File: src/rtl/dm_arbiter_pkg.sv
// Shared definitions for the data-memory arbiter: DM operation codes, FSM state
// codes and the last-winner encoding.
package dm_arbiter_pkg;

  // DM operation: op[0] is the write enable, op[3:1] the access width.
  localparam int DMOP_SIZE = 4;

  // Width codes are non-zero so that a word load never aliases the idle NOP.
  localparam logic [2:0] DMOP_WD_WORD  = 3'd1;
  localparam logic [2:0] DMOP_WD_BYTE  = 3'd2;
  localparam logic [2:0] DMOP_WD_HALF  = 3'd3;
  localparam logic [2:0] DMOP_WD_BYTEU = 3'd4;
  localparam logic [2:0] DMOP_WD_HALFU = 3'd5;

  localparam logic [DMOP_SIZE-1:0] DMOP_NOP = '0;
  localparam logic [DMOP_SIZE-1:0] DMOP_LW  = {DMOP_WD_WORD,  1'b0};
  localparam logic [DMOP_SIZE-1:0] DMOP_SW  = {DMOP_WD_WORD,  1'b1};
  localparam logic [DMOP_SIZE-1:0] DMOP_LB  = {DMOP_WD_BYTE,  1'b0};
  localparam logic [DMOP_SIZE-1:0] DMOP_SB  = {DMOP_WD_BYTE,  1'b1};
  localparam logic [DMOP_SIZE-1:0] DMOP_LH  = {DMOP_WD_HALF,  1'b0};
  localparam logic [DMOP_SIZE-1:0] DMOP_SH  = {DMOP_WD_HALF,  1'b1};
  localparam logic [DMOP_SIZE-1:0] DMOP_LBU = {DMOP_WD_BYTEU, 1'b0};
  localparam logic [DMOP_SIZE-1:0] DMOP_LHU = {DMOP_WD_HALFU, 1'b0};

  // Arbiter FSM state codes.
  localparam logic [0:0] DMARB_OPEN = 1'b0;
  localparam logic [0:0] DMARB_LOCK = 1'b1;

  typedef enum logic {
    WIN_CPU = 1'b0,
    WIN_DMA = 1'b1
  } winner_e;

endpackage

File: src/rtl/dm_arbiter_if.sv
// Bundle of the CPU, DMA and DM-side signals around the data-memory arbiter.
// slave = the arbiter itself, master = the requesters plus the DM model.
interface dm_arbiter_if
  import dm_arbiter_pkg::*;
#(
  parameter int LEN_W  = 8,
  parameter int DMOP_W = DMOP_SIZE
);

  logic              cpu_req;
  logic [31:0]       cpu_addr;
  logic [31:0]       cpu_wdata;
  logic [DMOP_W-1:0] cpu_op;
  logic              cpu_gnt;
  logic              cpu_stall;
  logic [31:0]       cpu_rdata;
  logic              cpu_rvalid;

  logic              dma_req;
  logic [31:0]       dma_addr;
  logic [31:0]       dma_wdata;
  logic [DMOP_W-1:0] dma_op;
  logic [LEN_W-1:0]  dma_len;
  logic              dma_gnt;
  logic [31:0]       dma_rdata;
  logic              dma_rvalid;
  logic              dma_done;

  logic [31:0]       dm_addr;
  logic [31:0]       dm_wdata;
  logic [DMOP_W-1:0] dm_op;
  logic [31:0]       dm_rdata;

  modport master (
    output cpu_req, cpu_addr, cpu_wdata, cpu_op,
    input  cpu_gnt, cpu_stall, cpu_rdata, cpu_rvalid,
    output dma_req, dma_addr, dma_wdata, dma_op, dma_len,
    input  dma_gnt, dma_rdata, dma_rvalid, dma_done,
    input  dm_addr, dm_wdata, dm_op,
    output dm_rdata
  );

  modport slave (
    input  cpu_req, cpu_addr, cpu_wdata, cpu_op,
    output cpu_gnt, cpu_stall, cpu_rdata, cpu_rvalid,
    input  dma_req, dma_addr, dma_wdata, dma_op, dma_len,
    output dma_gnt, dma_rdata, dma_rvalid, dma_done,
    output dm_addr, dm_wdata, dm_op,
    input  dm_rdata
  );

endinterface

File: src/rtl/dm_arb_pick.sv
// Combinational grant picker for the DM arbiter. Tie policy: round-robin when
// DM_ARB_RR_EN is defined, otherwise fixed CPU priority.
module dm_arb_pick
  import dm_arbiter_pkg::*;
(
  input  logic    cpu_req,
  input  logic    dma_req,
  input  winner_e last_winner,
  input  logic    lock,
  output logic    cpu_gnt,
  output logic    dma_gnt
);

`ifndef DM_ARB_RR_EN
  // Fixed priority keeps last_winner on the port for a uniform interface.
  logic unused_last_winner;
  assign unused_last_winner = last_winner;
`endif

  always_comb begin
    // NOTE: every output gets a default first so no path can infer a latch.
    cpu_gnt = 1'b0;
    dma_gnt = 1'b0;
    if (lock) begin
      dma_gnt = dma_req;
    end else if (cpu_req && dma_req) begin
`ifdef DM_ARB_RR_EN
      cpu_gnt = (last_winner == WIN_DMA);
      dma_gnt = (last_winner == WIN_CPU);
`else
      cpu_gnt = 1'b1;
`endif
    end else begin
      cpu_gnt = cpu_req;
      dma_gnt = dma_req;
    end
  end

endmodule

File: src/rtl/dm_arbiter.sv
// Two-requester arbiter/sequencer sharing the single DM port between the CPU
// MEM stage and a DMA burst port. Optional round-robin ties: DM_ARB_RR_EN.
module dm_arbiter
  import dm_arbiter_pkg::*;
#(
  parameter int LEN_W  = 8,
  parameter int DMOP_W = DMOP_SIZE
)(
  input logic         clk,
  input logic         reset,
  dm_arbiter_if.slave bus
);

  logic [0:0]       state;
  logic [LEN_W-1:0] beats_left;
  logic [LEN_W-1:0] beat_idx;
  logic [31:0]      base;
  winner_e          last_winner;

  logic             lock;
  logic             cpu_req_g;
  logic             dma_req_g;
  logic             cpu_gnt;
  logic             dma_gnt;
  logic             single_beat;
  logic             last_beat;
  logic [31:0]      lock_addr;

  logic [31:0]       dm_addr;
  logic [31:0]       dm_wdata;
  logic [DMOP_W-1:0] dm_op;

  logic [31:0]      cpu_rdata;
  logic             cpu_rvalid;
  logic [31:0]      dma_rdata;
  logic             dma_rvalid;
  logic             dma_done;

  assign lock = (state == DMARB_LOCK);

  // Requests are masked while reset is high so grants and DM ops drop at once.
  assign cpu_req_g = bus.cpu_req & ~reset;
  assign dma_req_g = bus.dma_req & ~reset;

  dm_arb_pick u_pick (
    .cpu_req     (cpu_req_g),
    .dma_req     (dma_req_g),
    .last_winner (last_winner),
    .lock        (lock),
    .cpu_gnt     (cpu_gnt),
    .dma_gnt     (dma_gnt)
  );

  // A length of 0 or 1 is a single beat that never enters the lock state.
  assign single_beat = (bus.dma_len <= LEN_W'(1));
  assign last_beat   = lock ? (beats_left == LEN_W'(1)) : single_beat;
  assign lock_addr   = base + (32'(beat_idx) << 2);

  always_comb begin
    dm_addr  = '0;
    dm_wdata = '0;
    dm_op    = DMOP_W'(DMOP_NOP);
    if (cpu_gnt) begin
      dm_addr  = bus.cpu_addr;
      dm_wdata = bus.cpu_wdata;
      dm_op    = bus.cpu_op;
    end else if (dma_gnt) begin
      dm_addr  = lock ? lock_addr : bus.dma_addr;
      dm_wdata = bus.dma_wdata;
      dm_op    = bus.dma_op;
    end
  end

  // Burst sequencer and arbitration history.
  always_ff @(posedge clk or posedge reset) begin
    // NOTE: sequential state uses non-blocking assignments only.
    if (reset) begin
      state       <= DMARB_OPEN;
      beats_left  <= '0;
      beat_idx    <= '0;
      base        <= '0;
      last_winner <= WIN_DMA;
    end else if (!lock) begin
      if (cpu_gnt) begin
        last_winner <= WIN_CPU;
      end else if (dma_gnt) begin
        last_winner <= WIN_DMA;
        if (!single_beat) begin
          base       <= bus.dma_addr;
          beats_left <= bus.dma_len - LEN_W'(1);
          beat_idx   <= LEN_W'(1);
          state      <= DMARB_LOCK;
        end
      end
    end else if (dma_gnt) begin
      beat_idx   <= beat_idx + LEN_W'(1);
      beats_left <= beats_left - LEN_W'(1);
      if (beats_left == LEN_W'(1)) begin
        state       <= DMARB_OPEN;
        last_winner <= WIN_DMA;
      end
    end
  end

  // Read return: only the winner of a read captures DM data; the loser holds.
  always_ff @(posedge clk or posedge reset) begin
    if (reset) begin
      cpu_rdata  <= '0;
      cpu_rvalid <= 1'b0;
      dma_rdata  <= '0;
      dma_rvalid <= 1'b0;
      dma_done   <= 1'b0;
    end else begin
      cpu_rvalid <= cpu_gnt & ~bus.cpu_op[0];
      dma_rvalid <= dma_gnt & ~bus.dma_op[0];
      dma_done   <= dma_gnt & last_beat;
      if (cpu_gnt && !bus.cpu_op[0]) cpu_rdata <= bus.dm_rdata;
      if (dma_gnt && !bus.dma_op[0]) dma_rdata <= bus.dm_rdata;
    end
  end

  assign bus.cpu_gnt    = cpu_gnt;
  assign bus.cpu_stall  = bus.cpu_req & ~cpu_gnt;
  assign bus.cpu_rdata  = cpu_rdata;
  assign bus.cpu_rvalid = cpu_rvalid;
  assign bus.dma_gnt    = dma_gnt;
  assign bus.dma_rdata  = dma_rdata;
  assign bus.dma_rvalid = dma_rvalid;
  assign bus.dma_done   = dma_done;
  assign bus.dm_addr    = dm_addr;
  assign bus.dm_wdata   = dm_wdata;
  assign bus.dm_op      = dm_op;

endmodule

File: src/flat_wrapper.sv
// flat-port wrapper written by rule: the top's interface ports become plain ports
module dm_arbiter_flat import dm_arbiter_pkg::*;
#(
  parameter int LEN_W  = 8,
  parameter int DMOP_W = DMOP_SIZE
)
  (clk, reset, bus_cpu_req, bus_cpu_addr, bus_cpu_wdata, bus_cpu_op, bus_cpu_gnt, bus_cpu_stall, bus_cpu_rdata, bus_cpu_rvalid, bus_dma_req, bus_dma_addr, bus_dma_wdata, bus_dma_op, bus_dma_len, bus_dma_gnt, bus_dma_rdata, bus_dma_rvalid, bus_dma_done, bus_dm_addr, bus_dm_wdata, bus_dm_op, bus_dm_rdata);
  dm_arbiter_if #(.LEN_W(LEN_W), .DMOP_W(DMOP_W)) bus_i ();
  input logic clk;
  input logic reset;
  input wire logic [$bits(bus_i.cpu_req)-1:0] bus_cpu_req;
  input wire logic [$bits(bus_i.cpu_addr)-1:0] bus_cpu_addr;
  input wire logic [$bits(bus_i.cpu_wdata)-1:0] bus_cpu_wdata;
  input wire logic [$bits(bus_i.cpu_op)-1:0] bus_cpu_op;
  output wire logic [$bits(bus_i.cpu_gnt)-1:0] bus_cpu_gnt;
  output wire logic [$bits(bus_i.cpu_stall)-1:0] bus_cpu_stall;
  output wire logic [$bits(bus_i.cpu_rdata)-1:0] bus_cpu_rdata;
  output wire logic [$bits(bus_i.cpu_rvalid)-1:0] bus_cpu_rvalid;
  input wire logic [$bits(bus_i.dma_req)-1:0] bus_dma_req;
  input wire logic [$bits(bus_i.dma_addr)-1:0] bus_dma_addr;
  input wire logic [$bits(bus_i.dma_wdata)-1:0] bus_dma_wdata;
  input wire logic [$bits(bus_i.dma_op)-1:0] bus_dma_op;
  input wire logic [$bits(bus_i.dma_len)-1:0] bus_dma_len;
  output wire logic [$bits(bus_i.dma_gnt)-1:0] bus_dma_gnt;
  output wire logic [$bits(bus_i.dma_rdata)-1:0] bus_dma_rdata;
  output wire logic [$bits(bus_i.dma_rvalid)-1:0] bus_dma_rvalid;
  output wire logic [$bits(bus_i.dma_done)-1:0] bus_dma_done;
  output wire logic [$bits(bus_i.dm_addr)-1:0] bus_dm_addr;
  output wire logic [$bits(bus_i.dm_wdata)-1:0] bus_dm_wdata;
  output wire logic [$bits(bus_i.dm_op)-1:0] bus_dm_op;
  input wire logic [$bits(bus_i.dm_rdata)-1:0] bus_dm_rdata;
  assign bus_i.cpu_req = bus_cpu_req;
  assign bus_i.cpu_addr = bus_cpu_addr;
  assign bus_i.cpu_wdata = bus_cpu_wdata;
  assign bus_i.cpu_op = bus_cpu_op;
  assign bus_cpu_gnt = bus_i.cpu_gnt;
  assign bus_cpu_stall = bus_i.cpu_stall;
  assign bus_cpu_rdata = bus_i.cpu_rdata;
  assign bus_cpu_rvalid = bus_i.cpu_rvalid;
  assign bus_i.dma_req = bus_dma_req;
  assign bus_i.dma_addr = bus_dma_addr;
  assign bus_i.dma_wdata = bus_dma_wdata;
  assign bus_i.dma_op = bus_dma_op;
  assign bus_i.dma_len = bus_dma_len;
  assign bus_dma_gnt = bus_i.dma_gnt;
  assign bus_dma_rdata = bus_i.dma_rdata;
  assign bus_dma_rvalid = bus_i.dma_rvalid;
  assign bus_dma_done = bus_i.dma_done;
  assign bus_dm_addr = bus_i.dm_addr;
  assign bus_dm_wdata = bus_i.dm_wdata;
  assign bus_dm_op = bus_i.dm_op;
  assign bus_i.dm_rdata = bus_dm_rdata;
  dm_arbiter #(.LEN_W(LEN_W), .DMOP_W(DMOP_W)) u_core (.clk(clk), .reset(reset), .bus(bus_i));
endmodule
File: config.mk
export PLATFORM = sky130hd
export DESIGN_NAME = dm_arbiter_flat
export DESIGN_NICKNAME = d
export VERILOG_FILES = /design/src/rtl/dm_arbiter_pkg.sv /design/src/rtl/dm_arbiter_if.sv /design/src/rtl/dm_arb_pick.sv /design/src/rtl/dm_arbiter.sv /design/src/flat_wrapper.sv
export SDC_FILE = /design/constraint.sdc
export NUM_CORES = 1
export LEC_CHECK = 0
export BUFFER_PORTS_ARGS = -buffer_cell sky130_fd_sc_hd__buf_2
export CAP_MARGIN = 10
export CORE_AREA = 2 2 122 124
export CTS_CLUSTER_DIAMETER = 120
export DETAILED_ROUTE_END_ITERATION = 16
export DIE_AREA = 0 0 124 126
export MAX_ROUTING_LAYER = met4
export PLACE_DENSITY = 0.81
export SYNTH_ARGS = -nofsm -noshare
export SYNTH_HDL_FRONTEND = slang
export SYNTH_SLANG_ARGS = --single-unit
File: constraint.sdc
create_clock -name clk -period 7.55 [get_ports clk]
set_input_delay 0.755 -clock clk [delete_from_list [all_inputs] [get_ports clk]]
set_output_delay 0.755 -clock clk [all_outputs]
set_load 0.05 [all_outputs]
* Word level (Yosys, flattened, before mapping)
Index checks and enable logic that the tools add are counted.
** Cells by class
- Add/subtract/negate cells :: 4
- Equality and inequality tests :: 4
- Bitwise gates (word level) :: 12
- Mux-type cells :: 28
- $lt $le $gt $ge :: 1
- Reduce and logical (&&, ||, !) cells :: 8
** Operator list (number)
- $mux 32 :: 5
- $mux 8 :: 10
- $add 32x10->32 :: 1
- $sub 8x1->8 const B :: 2
- $mux 1 :: 11
- $add 8x1->8 const B :: 1
- $eq 8x1->1 const B :: 1
- $le 8x1->1 const B :: 1
- $mux 4 :: 2
- $reduce_and 4->1 :: 2
- $and 1x1->1 :: 6
- $not 1->1 :: 6
- $ne 2x1->1 const B :: 2
- $logic_and 1x1->1 :: 3
- $logic_not 1->1 :: 2
- $ne 2x2->1 const B :: 1
- $reduce_bool 2->1 :: 1
** Word-level totals
- Register bits :: 116
- Word-level logic and storage cells :: 66
- Output and inout bits :: 138
- Bits of input ports :: 180

* Depth between registers and ports, before layout
Gate-level depths: netlist of the first run.
- Word-level depth :: 8
- Depth in mapped cells :: 9

* Hierarchy
Synthesis of the first run repeated with hierarchy kept, for this count alone.
** Unflattened totals
- Cell total of the unflattened synthesis :: 662
- Area, all modules :: 6642.6 µm²
** Modules (own cells, without submodules)
- dm_arbiter :: area an instance 6620.1 µm², cells each 660, times used 1
- dm_arb_pick :: area an instance 22.5 µm², cells each 2, times used 1

* Worst setup path after synthesis of the first run
No wires, ideal clock.
- Path type :: input to output
- From :: input reset
- To :: output bus_dm_addr[24]
- Data required time :: 6.795 ns
- Stages :: 7
- Data arrival time :: 2.883 ns
- Slack :: 3.912 ns
- Buffers on the path :: 3
- Path through :: or3b_2 > buf_2 > inv_1 > buf_2 > buf_2 > a31oi_1 > o21ai_0
** On the way
- Cells in the longest elaborated chain, start to end :: 7
- Elaborated cells between the ends (all ways) :: 10
** Ends and longest elaborated chain
- from (decl) :: RTL line flat_wrapper.sv:10 : input logic reset;
- $not 1->1 (*) :: RTL line dm_arbiter.sv:42, dm_arbiter.sv:43
- $and 1x1->1, on equally long branches :: RTL line dm_arbiter.sv:42, dm_arbiter.sv:43
- $logic_and 1x1->1 :: RTL line dm_arb_pick.sv:26 : end else if (cpu_req && dma_req) begin
- $mux 1 :: RTL line dm_arb_pick.sv:26
- $mux 1 :: RTL line dm_arb_pick.sv:24 : if (lock) begin
- $mux 32 :: RTL line dm_arbiter.sv:67 : end else if (dma_gnt) begin
- $mux 32 (*) :: RTL line dm_arbiter.sv:63 : if (cpu_gnt) begin
- to (decl) :: RTL line flat_wrapper.sv:28 : output wire logic [$bits(bus_i.dm_addr)-1:0] bus_dm_addr;
Mark *: on every way between the ends. The rest lies on a longest branch, timed or not.

* Final worst setup path of the first run
- From :: input bus_cpu_req
- To :: output bus_dm_addr[26]
** On the way
- Cells in the longest elaborated chain, start to end :: 6
- Elaborated cells between the ends (all ways) :: 8
** Ends and longest elaborated chain
- from (decl) :: RTL line flat_wrapper.sv:11 : input wire logic [$bits(bus_i.cpu_req)-1:0] bus_cpu_req;
- $and 1x1->1 (*) :: RTL line dm_arbiter.sv:42 : assign cpu_req_g = bus.cpu_req & ~reset;
- $logic_and 1x1->1 :: RTL line dm_arb_pick.sv:26
- $mux 1 :: RTL line dm_arb_pick.sv:26
- $mux 1 :: RTL line dm_arb_pick.sv:24
- $mux 32 :: RTL line dm_arbiter.sv:67
- $mux 32 (*) :: RTL line dm_arbiter.sv:63
Marks and branches as above.

==> results.md, run 1 <==
- Synth Area in Compound Gates: 0.114
- Setup-failing EPs final: 0
- Largest cells by area after synthesis: dfrtp_1 (43%), nand2_1 (11%), mux2_2 (11%)
- Setup TNS Final: 0 ns
- Vias in the first global route: 6,544
- CP max stage delay: 0.84 ns
- Ys async rst share: 1.00
- Core area: 14,300 µm²
- CP top delay family: simple AND/OR/NAND/NOR gates
- Total Routing Usage GR: 0.297
- Met2 Use GR: 0.472
- DR WL/cell: 18.1 µm
- Final Hold Fails: 0
- Post-synth top area cell: dfrtp_1
- Clk_lat worst skew: roughly 0.42 ns
- GR peak layer: met2
- Placer Congestion: 0.880
- Mux share of post-synthesis cell area: 0.130
- Area of the multi-input gates: about 3700 µm²
- CP cell instances: buf_2 > or3b_2 > nand2_1 > clkinv_1 > nand3b_1 > mux2i_1 > a221o_1 > buf_2
- Non-Filler Instances: 1,246
- Via density: 5.50
- Final Cycle Share: 0.581
- GR Util met1: 0.370
- Met3 usage: 0.0842
- WP buf/inv: 3
- Clk pin slew, worst setup/hold paths: 0.06 ns
- Post-CTS Repair Setup Buffers: 0
- Largest net degree at the start of global routing: 79
- #FFs+latches synth: 116
- Ys flop type: dfrtp_1
- Worst Max-Slew Pin Slew: approximately 1.1 ns
- Synth Area in Simple Gates: 0.226
- Startpoint Class: input pin
- Status: finished, final reports clean
- Longest Clk Path Bufs: 2
- Final-layout fill cell count: 1,210
- Synth Area in XOR/XNOR: 0.0374
- H-tree Lvls: 4
- Max Freq: about 0.23 GHz
- Worst Path Max Fanout: ~40
- Sequential share of the synthesized area: 0.428
- # DRC: 0
- Worst Path Arrival: 3.63 ns
- Slew Limit Fails: 0
- Yosys top cell area share: 0.428
- Min-Delay Path Class: in2async
- Max cap viols: 0
- Rows: 44
- Syn_nets: roughly 940
- Die W: 124 µm
- Synth Warn #: 0
- Critical setup path kind: in2out
- Placed insts: 1,214
- Root Driver: clkbuf_16
- Router iterations before antenna repair: 5
- CP endpoint kind: output pin
- Port bufs: approximately 320
- Synthesized area: ~6800 µm²
- Cell variety after synth: 62
- Synth Area in Adders: 0.0269
- Post-synth EDFFs: 0
- GRT overflow: 0
- Crit path time final: 4.39 ns
- Main combinational cell family by area after synthesis: simple AND/OR/NAND/NOR gates
- Final ANT Viol Nets: 0
- TritonCTS clock tree: done
- Die area: 15,600 µm²
- CP max-delay cell: or3b_2
- Nets@finish: 1,243
- Post_cts resized: 0
- PwrDens: 334 nW/µm²
- Final wirelength: about 23,000 µm
- IO Pins: ~320
- Die H: 126 µm
- Initial Utilization: 0.474
- Clk sinks: between 100 and 150
- Cells after synthesis: 750
- Total leakage power: 0.00478 µW
- Sequential Area: 2900 µm²
- Crit path top cell by count: buf_2
- Average size of a mapped cell: 9.05 µm²
- VDD IR max: 0.269 mV
- Syn-to-layout area delta: 33.4%
- Fin util: 0.632
- Share of layout cells above drive strength 1: 0.409
- Global-route wire length before repair: around 35,000 µm
- Required @ worst endpoint: 6.80 ns
- Final setup margin: 3.16 ns
- Initial antenna violation count: 1
- Dpl ws: about 3.2 ns
- Detailed Route Iter0 Violations: ~600
- RSZ-0062 raised after global routing: no
- Clock skew: 0.00985 ns
- Max-slew headroom: 0.274
- Via count: 6,855
- CTS Hold Bufs: 0
- HPWL Detailed: 16,400 µm
- TritonCTS Buffers: 17
[kinds of logic after synthesis]
logic type	count (synthesis)
muxes	80
and+or+nand+nor	339
xor gates and xnor gates	29
adders and majority gates	14
AOI/OAI and AO/OA	114
buffers and inverters	58
DFF	116
[cells in the mapped netlist (3+ instances only)]
| cell type | instances |
|---|---|
| nor3_1 | 11 |
| nand2b_1 | 3 |
| nand3b_1 | 4 |
| xnor2_1 | 11 |
| inv_1 | 11 |
| nand3_1 | 48 |
| o31ai_1 | 5 |
| or4_1 | 4 |
| buf_2 | 19 |
| mux2i_1 | 14 |
| a21oi_1 | 15 |
| a22oi_1 | 20 |
| nor2_1 | 29 |
| ha_1 | 13 |
| buf_1 | 10 |
| mux2_2 | 66 |
| o31a_1 | 3 |
| o211ai_1 | 7 |
| nand4_1 | 8 |
| nor4_1 | 5 |
| or3_1 | 6 |
| clkbuf_1 | 16 |
| nand2_1 | 199 |
| a211oi_1 | 3 |
| a221o_1 | 4 |
| xor2_1 | 18 |
| o21ai_0 | 34 |
| and3_1 | 7 |
| dfrtp_1 | 116 |
[path summary, 6_finish.rpt]
kind	startpoint	end	slack, ns	depth (start not counted)
worst max-delay path	bus_cpu_req	bus_dm_addr[26]	3.16	8
max in group asynchronous	reset	u_core.base[19]	5.77	3
min in group clk	u_core.base[1]	u_core.base[1]	0.48	2
worst max register to register	u_core.lock	u_core.beats_left[7]	4.42	6
worst min register to register	u_core.base[1]	u_core.base[1]	0.48	2
worst min-delay path	reset	u_core.bus.dma_rdata[19]	0.43	2
[layout by cell type (no fill, tap or decap), types with 3 or more instances in the layout]
| master | synthesis | routed |
|---|---|---|
| buf_2 | 19 | 317 |
| nand2_1 | 199 | 199 |
| dfrtp_1 | 116 | 116 |
| mux2_2 | 66 | 66 |
| nand3_1 | 48 | 48 |
| o21ai_0 | 34 | 34 |
| nor2_1 | 29 | 28 |
| a22oi_1 | 20 | 20 |
| xor2_1 | 18 | 18 |
| clkbuf_16 | 0 | 17 |
| a21oi_1 | 15 | 15 |
| mux2i_1 | 14 | 14 |
| ha_1 | 13 | 13 |
| nor3_1 | 11 | 11 |
| xnor2_1 | 11 | 11 |
| inv_1 | 11 | 9 |
| buf_4 | 0 | 9 |
| nand4_1 | 8 | 8 |
| and3_1 | 7 | 7 |
| o211ai_1 | 7 | 7 |
| clkinvlp_4 | 0 | 7 |
| or3_1 | 6 | 6 |
| o31ai_1 | 5 | 5 |
| nor4_1 | 5 | 5 |
| or4_1 | 4 | 4 |
| nand3b_1 | 4 | 4 |
| a221o_1 | 4 | 4 |
| nand2b_1 | 3 | 3 |
| o31a_1 | 3 | 3 |
| a211oi_1 | 3 | 3 |
[cell type report]
class	instances	share of cell area
antenna	1	0.000277
clock buffer	19	0.0489
clock inverter	12	0.0122
inverter	12	0.00525
multi-input combinational	576	0.404
sequential	116	0.321
tap	184	0.0254
timing repair buffer	326	0.183
[where the power goes]
part | internal [µW] | switching [µW] | total, µW
Combinational | 381 | 888 | 1270
Sequential | 822 | 180 | 1000
Clock | 458 | 296 | 753
[routing by layer]
metal | routed length (µm) | vias up
met5 | 0 | -
met4 | 418 | 0
met3 | 1870 | 37
met2 | 10900 | 325
met1 | 9380 | 3258
li1 | - | 3235
[state kept, by name (all words and copies together), names as in the netlist]
name / flops
u_core.lock: 1
u_core.bus.cpu_rdata: 32
u_core.bus.cpu_rvalid: 1
u_core.beats_left: 8
u_core.bus.dma_rdata: 32
u_core.bus.dma_rvalid: 1
u_core.bus.dma_done: 1
u_core.beat_idx: 8
u_core.base: 32
[metrics by stage]
step / power [µW] / hold WS [ns] / cell area, µm²
after floorplan: 1910 / 0.445 / 6780
after CTS: 3030 / 0.427 / 9050
final: 3020 / 0.428 / 9050
after global routing: 3180 / 0.466 / 9050
after detailed placement: 2260 / 0.472 / 8490
after global placement: 2230 / 0.457 / 8490
No activity file was read; power rests on OpenSTA's default activity.
==> run 2, diff against run 1 <==
- CORE_AREA: 2 2 122 124 -> not set
- CORE_MARGIN: not set -> 2
- CORE_UTILIZATION: not set -> 43
- DIE_AREA: 0 0 124 126 -> not set
- PLACE_DENSITY: 0.81 -> 0.78
- clock period: 7.55 -> 3.8 ns (I/O delays scaled with it)
==> results.md, run 2 (synthesis gave the netlist of run 1 again) <==
- Status: finished, final reports clean
- GRT overflow: 0
- Biggest regs: u_core.base x32, u_core.bus.cpu_rdata x32, u_core.bus.dma_rdata x32
- Final Hold Fails: 0
- Post_cts resized: 0
- Post-CTS Repair Setup Buffers: 0
- GR peak layer: met2
- DR WL/cell: 17.5 µm
- Worst Path Max Fanout: 7
- Die area: 16,800 µm²
- IO Pins: between 300 and 400
- Share of layout cells above drive strength 1: 0.413
- Via count: 6,789
- Initial antenna violation count: 0
- Commonest non-fill, non-tap cell in the layout: buf_2
- Non-Filler Instances: approximately 1,300
- Clk sinks: 116
- Met2 Use GR: 0.429
- Critical setup path kind: reg2out
- Die H: 130 µm
- Max cap viols: 0
- PwrDens: 664 nW/µm²
- Worst Max-Slew Pin Slew: 0.870 ns
- Placed insts: around 1,200
- RSZ-0062 raised after global routing: no
- Router iterations before antenna repair: 5
- Final Cycle Share: 0.857
- Final ANT Viol Nets: 0
- TritonCTS Buffers: 17
- Clk_lat worst skew: ~0.42 ns
- Min-Delay Path Class: in2reg
- Max-slew headroom: 0.420
- Rows: 45
- GR Util met1: 0.336
- Worst Reg2Reg Path Length in Cells: 5
- Vias in the first global route: 6,253
- TritonCTS clock tree: done
- Worst Path Arrival: 2.88 ns
- Clk pin slew, worst setup/hold paths: 0.07 ns
- Total leakage power: around 0.0048 µW
- VDD IR max: 0.631 mV
- Global-route wire length before repair: 33,100 µm
- # DRC: 0
- Hold depth: 3
- Via density: approximately 5.3
- Worst hold margin: 0.164 ns
- Setup-failing EPs final: 0
- Total Routing Usage GR: 0.265
- Initial Utilization: 0.443
- HPWL Detailed: 16,300 µm
- Met3 usage: 0.0644
- Required @ worst endpoint: 3.42 ns
- Detailed Route Iter0 Violations: about 440
- Root Driver: clkbuf_16
- Final-layout fill cell count: 1,365
- Highest-count cells in the layout ignoring fill and taps: buf_2 (316), nand2_1 (199), dfrtp_1 (116), mux2_2 (66), nand3_1 (48)
- Setup TNS Final: 0 ns
- Sequential Area: 2900 µm²
- Final wirelength: 22,400 µm
- Area of the multi-input gates: roughly 3700 µm²
- H-tree Lvls: 4
- Core area: 15,300 µm²
- Nets@finish: 1,248
- Fin util: 0.599
- Largest net degree at the start of global routing: 72
- Max Freq: just over 0.3 GHz
- CP endpoint kind: output pin
- Ant diodes: 0
- Crit path time final: about 3.3 ns
- Clock skew: 0.0107 ns
- Die W: around 130 µm
- Syn-to-layout area delta: 35.2%
- CTS Hold Bufs: 0
- Slew Limit Fails: 0
- Placer Congestion: 0.892
- Port bufs: 317
- Longest Clk Path Bufs: 2
- Startpoint Class: register
run 2: changes by cell type in the layout (fill, tap and decap cells not counted), sizes merged:
| cell | previous run | this run |
|---|---|---|
| inv | 11 | 21 |
| buf | 326 | 331 |
| clkinvlp | 7 | 1 |
| diode | 1 | 0 |
| clkbuf | 19 | 17 |
| bufinv | 1 | 0 |
run 2: power breakdown:
group	total (µW)	internal, µW	switching, µW
clock network	1580	875	707
registers	1980	1630	346
logic	2530	764	1760
run 2: path summary, 6_finish.rpt:
check	startpoint	end	slack [ns]
worst min register to register	u_core.base[6]	u_core.base[6]	0.49
max in group asynchronous	reset	u_core.bus.dma_rdata[16]	2.74
worst max-delay path	u_core.beat_idx[2]	bus_dm_addr[31]	0.54
min in group asynchronous	reset	u_core.bus.cpu_rdata[22]	0.19
worst min-delay path	bus_dma_addr[19]	u_core.base[19]	0.16
worst max register to register	u_core.lock	u_core.bus.cpu_rdata[26]	1.29
run 2: final cells by class:
type | count | share of cell area
Sequential cell | 116 | 0.316
Clock buffer | 17 | 0.0464
Clock inverter | 15 | 0.0169
Timing Repair Buffer | 331 | 0.187
Inverter | 12 | 0.00518
Tap cell | 211 | 0.0288
Multi-Input combinational cell | 576 | 0.399
run 2: per-layer routing:
layer  wire (µm)  share of wire
met1        9620           0.43
met4         334          0.015
met2       10800           0.48
met5           0              0
met3        1660          0.074
run 2: critical path, stage by stage (launching register included):
cell,delay (ns)
dfrtp_1,0.44
ha_1,0.39
o211ai_1,0.15
o211ai_1,0.52
nand2_1,0.16
o31a_1,0.30
o31a_1,0.26
buf_2,0.22
run 2: through the flow:
stage / setup WS, ns / area [µm²] / total power, µW
5_1_grt: 0.375 / 9170 / 6380
2_1_floorplan: 0.348 / 6780 / 3790
3_3_place_gp: 1.03 / 8590 / 4440
4_1_cts: 0.520 / 9170 / 6110
6_report: 0.545 / 9170 / 6090
3_5_place_dp: 0.971 / 8590 / 4500
